<file path="src/rtl/square_glide_mapper.sv">
// Maps a grid square (or the off-board buffer square) to an OLED pixel origin and
// keeps a registered piece position that either jumps there or glides one pixel per tick.
module square_glide_mapper #(
  parameter int unsigned COLS     = 3,
  parameter int unsigned ROWS     = 3,
  parameter int unsigned ORIGIN_X = 10,
  parameter int unsigned ORIGIN_Y = 10,
  parameter int unsigned PITCH_X  = 22,
  parameter int unsigned PITCH_Y  = 22,
  parameter int unsigned BUFFER_X = 76,
  parameter int unsigned BUFFER_Y = 10
) (
  input  logic       clk,
  input  logic       rst_n,
  input  logic       tick,
  input  logic       move_valid,
  output logic       move_ready,
  input  logic [4:0] target_square,
  input  logic       jump,
  output logic [6:0] cur_x,
  output logic [6:0] cur_y,
  output logic [4:0] cur_square,
  output logic       busy,
  output logic       done
);

  localparam int unsigned NSQ = ROWS * COLS;

  typedef enum logic {IDLE, GLIDE} state_t;

  state_t     r_state, w_state_nxt;
  logic [6:0] r_x, r_y, r_tx, r_ty;
  logic [4:0] r_sq;
  logic       r_done;

  logic [6:0] w_map_x, w_map_y;
  logic [4:0] w_map_sq;
  logic [6:0] w_step_x, w_step_y;
  logic [6:0] w_x_nxt, w_y_nxt;
  logic       w_accept, w_done_nxt;

  // Square-to-pixel decode by comparing against every legal index; no divider needed.
  always_comb begin
    w_map_x  = 7'(BUFFER_X);
    w_map_y  = 7'(BUFFER_Y);
    w_map_sq = 5'(NSQ);
    for (int unsigned r = 0; r < ROWS; r++) begin
      for (int unsigned c = 0; c < COLS; c++) begin
        if (target_square == 5'(r * COLS + c)) begin
          w_map_x  = 7'(ORIGIN_X + c * PITCH_X);
          w_map_y  = 7'(ORIGIN_Y + r * PITCH_Y);
          w_map_sq = 5'(r * COLS + c);
        end
      end
    end
  end

  always_comb begin
    w_step_x = r_x;
    w_step_y = r_y;
    if (r_x < r_tx)      w_step_x = r_x + 7'd1;
    else if (r_x > r_tx) w_step_x = r_x - 7'd1;
    if (r_y < r_ty)      w_step_y = r_y + 7'd1;
    else if (r_y > r_ty) w_step_y = r_y - 7'd1;
  end

  always_ff @(posedge clk or negedge rst_n) begin
    if (!rst_n) r_state <= IDLE;
    else        r_state <= w_state_nxt;
  end

  always_comb begin
    w_state_nxt = r_state;
    w_x_nxt     = r_x;
    w_y_nxt     = r_y;
    w_done_nxt  = 1'b0;
    w_accept    = 1'b0;
    case (r_state)
      IDLE: begin
        if (move_valid) begin
          w_accept = 1'b1;
          if (jump || (w_map_x == r_x && w_map_y == r_y)) begin
            w_x_nxt    = w_map_x;
            w_y_nxt    = w_map_y;
            w_done_nxt = 1'b1;
          end else begin
            w_state_nxt = GLIDE;
          end
        end
      end
      GLIDE: begin
        if (tick) begin
          w_x_nxt = w_step_x;
          w_y_nxt = w_step_y;
          if (w_step_x == r_tx && w_step_y == r_ty) begin
            w_done_nxt  = 1'b1;
            w_state_nxt = IDLE;
          end
        end
      end
      default: w_state_nxt = IDLE;
    endcase
  end

  always_ff @(posedge clk or negedge rst_n) begin
    if (!rst_n) begin
      r_x    <= 7'(BUFFER_X);
      r_y    <= 7'(BUFFER_Y);
      r_tx   <= 7'(BUFFER_X);
      r_ty   <= 7'(BUFFER_Y);
      r_sq   <= 5'(NSQ);
      r_done <= 1'b0;
    end else begin
      r_x    <= w_x_nxt;
      r_y    <= w_y_nxt;
      r_done <= w_done_nxt;
      if (w_accept) begin
        r_tx <= w_map_x;
        r_ty <= w_map_y;
        r_sq <= w_map_sq;
      end
    end
  end

  assign move_ready = (r_state == IDLE);
  assign busy       = (r_state == GLIDE);
  assign done       = r_done;
  assign cur_x      = r_x;
  assign cur_y      = r_y;
  assign cur_square = r_sq;

endmodule

</file>
<file path="config.mk">
export PLATFORM = sky130hd
export DESIGN_NAME = square_glide_mapper
export DESIGN_NICKNAME = d
export VERILOG_FILES = /design/src/rtl/square_glide_mapper.sv
export SDC_FILE = /design/constraint.sdc
export NUM_CORES = 1
export LEC_CHECK = 0
export CAP_MARGIN = 20
export CORE_UTILIZATION = 50
export CTS_BUF_LIST = sky130_fd_sc_hd__clkbuf_4
export CTS_CLUSTER_DIAMETER = 80
export DETAILED_ROUTE_END_ITERATION = 12
export GPL_TIMING_DRIVEN = 0
export PLACE_DENSITY_LB_ADDON = 0.2
export SLEW_MARGIN = 20
export SYNTH_ARGS = -nofsm -noshare
export SYNTH_HDL_FRONTEND = slang
export SYNTH_SLANG_ARGS = --single-unit
</file>
<file path="constraint.sdc">
create_clock -name clk -period 2.7 [get_ports clk]
set_input_delay 0.675 -clock clk [delete_from_list [all_inputs] [get_ports clk]]
set_output_delay 0.675 -clock clk [all_outputs]
set_load 0.01 [all_outputs]
</file>
==> flow_metrics.env <==
export IMPL_status="finished, violations left"
export IMPL_violations="setup timing"
export IMPL_synth_area_leaders="dfrtp_1, dfstp_2, ha_1, nand2_1, o21ai_0"
export IMPL_routed_wl_um=9099
export IMPL_ys_types=73
export IMPL_max_freq_ghz=0.3578
export IMPL_power_density_nw_per_um2=911.7
export IMPL_final_area_um2=3682
export IMPL_worst_slack_ns=-0.09460
export IMPL_critPathSlowestCell="or4b_4"
export IMPL_clk_pin_slew_ns=0.11
export IMPL_nFillCells=443
export IMPL_grt_overflow=0
export IMPL_end_kind="flip-flop"
export IMPL_tritoncts="done"
export IMPL_cts_buffers=5
export IMPL_drv_cap=0
export IMPL_critPathLaunchType="primary input"
export IMPL_period_minus_slack_ns=2.795
export IMPL_synth_net_count=377
export IMPL_grt_use_total=0.3092
export IMPL_crit_chain="buf_8 > or4b_4 > o21a_1 > or4b_4 > a211oi_4 > a31oi_4 > or2_4 > buf_8 > mux2i_1 > o311a_1"
export IMPL_ioPinCount=32
export IMPL_path_max_fanout=5
export IMPL_die_x_um=77.14
export IMPL_clk_latency_ns=0.35
export IMPL_grt_first_pass_wirelength_um=14260
export IMPL_core_um2=5270
export IMPL_worstSetupPathType="in2reg"
export IMPL_initial_core_util=0.5356
export IMPL_ant_nets=0
export IMPL_grt_max_degree=31
export IMPL_areaGrowthSynthToFinish_pct=30.45
export IMPL_fp_row_count=26
export IMPL_final_cell_mix="nand2_1, buf_4, clkdlybuf4s50_1"
export IMPL_skew_ns=0.009498
export IMPL_dp_hpwl_um=6001
export IMPL_synth_edff_count=0
export IMPL_seqCellArea_um2=767.0
export IMPL_diodes=0
export IMPL_ys_warnings_count=0
export IMPL_first_iter_violations=456
export IMPL_arrival_ns=3.10
export IMPL_multi_input_area_um2=2081
export IMPL_async_reset_ff_frac=1.000
export IMPL_synth_cells=352
export IMPL_dieArea_um2=5950
export IMPL_first_pass_iters=5
export IMPL_utilization=0.6987
export IMPL_clockBufferDepth=2
export IMPL_cts_sinks=30
export IMPL_avgViaCountPerCell=6.333
export IMPL_yosys_register_bits=30
export IMPL_fin_nets=440
export IMPL_slowest_delay_ns=0.53
export IMPL_final_layout_size_suffix_gt1_frac=0.2620
export IMPL_gp_congestion=0.9698
export IMPL_rsz0062_at_grt="yes"
export IMPL_slew_headroom=0.5260
export IMPL_netlist_area_leader_share=0.1596
export IMPL_fin_crit_sh=1.035
export IMPL_die_h_um=77.14
export IMPL_ir_drop_v=0.0004123
export IMPL_synth_area_leader_cell="dfrtp_1"
export IMPL_finalHoldViolations=0
export IMPL_syn_area_um2=2823
export IMPL_leakagePower_uw=0.001508
export IMPL_syn_area_per_cell_um2=8.019
export IMPL_final_common_cell="nand2_1"
export IMPL_via_count=3078
export IMPL_yosysSeqAreaShare=0.2713
export IMPL_h_tree_depth=2
export IMPL_cp_required_ns=3.01
export IMPL_place_area_um2=3206
export IMPL_min_path_type="in2async"
export IMPL_tightest_slew_ns=0.7110
export IMPL_avgRoutedWirePerCell_um=18.72
export IMPL_finalPower_uw=3357
export IMPL_setup_viol=8
export IMPL_drv_slew=0
export IMPL_synth_ff_type="dfrtp_1"
export IMPL_grt_pass1_vias=2851
export IMPL_antenna_found_initial=0
export IMPL_drc=0
export IMPL_io_buffers=29
export IMPL_cts_root_buffer="clkbuf_4"
export IMPL_hold_buffers=0
[sequential cells by signal, indices dropped and copies added, names as in the netlist]
register,flops
cur_square,4
r_tx,6
cur_x,7
cur_y,7
busy,1
done,1
r_ty,4
[metal layers]
| layer | track usage | wire [um] | vias up |
|---|---|---|---|
| met4 | 0.1245 | 277 | 0 |
| met2 | 0.4788 | 4167 | 182 |
| li1 | - | - | 1411 |
| met5 | 0 | 0 | - |
| met1 | 0.4111 | 3837 | 1452 |
| met3 | 0.07381 | 817 | 33 |
[report_power, final]
group | switching (uW) | total [uW] | internal [uW]
combinational | 1280 | 2330 | 1050
clock | 190 | 287 | 96.7
sequential | 158 | 739 | 582
total | 1620 | 3360 | 1730
[Yosys cell counts, types with 3 or more instances]
library cell and count:
a21oi_1 21, clkbuf_1 15, nor4_1 4, or3_1 4, xnor2_1 10, dfrtp_1 18, and3_1 5, nor3_1 9
o22ai_1 5, xor2_1 5, o211ai_1 4, nor2b_1 3, o21a_1 5, o21ai_0 30, and2_1 6, inv_1 23
buf_2 3, nor2_1 16, dfstp_2 12, nand4_1 6, a22oi_1 4, nand3_1 10, nand3b_1 4, nand2_1 43
mux2i_1 7, ha_1 15, a21o_1 3
[final timing paths]
path,from,to,slack [ns],cells past startpoint
max,target_square[2],cur_x[6],-0.09,10
min,rst_n,cur_y[0],0.36,1
max reg2reg,r_tx[2],busy,-0.04,10
min reg2reg,cur_square[2],cur_square[2],0.50,2
max in group asynchronous,rst_n,cur_x[1],1.85,1
min in group clk,cur_square[2],cur_square[2],0.50,2
[logic make-up (layout without fill, tap and decap cells)]
family,after synthesis,in the layout,share of synthesized area
DFF,30,30,0.2713
other,1,1,0.001329
muxes,9,9,0.03280
and+or+nand+nor,129,129,0.2469
xor gates and xnor gates,15,15,0.04654
adders and majority gates,15,15,0.06649
buffers and inverters,46,110,0.06649
AOI/OAI and AO/OA,107,107,0.2682
[area by class of cell]
cell class / count / area share
tap: 70 / 0.02379
clock buffer: 5 / 0.01019
buffer: 21 / 0.02820
sequential: 30 / 0.2083
inverter: 24 / 0.02446
timing repair buffer: 57 / 0.1356
clock inverter: 3 / 0.004417
multi-input combinational: 276 / 0.5651
[timing repair]
action / 4_1_cts / 5_1_grt
pin swaps: 16 / 17
gates cloned: 1 / 0
resized for setup: 48 / 34
buffers inserted: 20 / 7
setup endpoints to repair: 16 / 16
[per-stage QoR]
step,std cells,setup WS [ns],hold WS (ns),setup TNS (ns)
2_1_floorplan,352,-0.2216,0.3794,-1.755
3_3_place_gp,451,-0.9289,0.4608,-12.44
3_5_place_dp,451,-0.9961,0.4755,-13.16
4_1_cts,479,-0.1164,0.3920,-0.6019
5_1_grt,486,-0.1434,0.4169,-0.8969
6_report,486,-0.09460,0.3563,-0.3679
[worst max-delay path, delay by kind of cell]
| kind | cells | cell delay, ns |
|---|---|---|
| simple gates | 3 | 1.30 |
| compound gates | 4 | 0.72 |
| buf+inv | 2 | 0.25 |
| mux | 1 | 0.15 |
(Power assumes the default switching activity.)
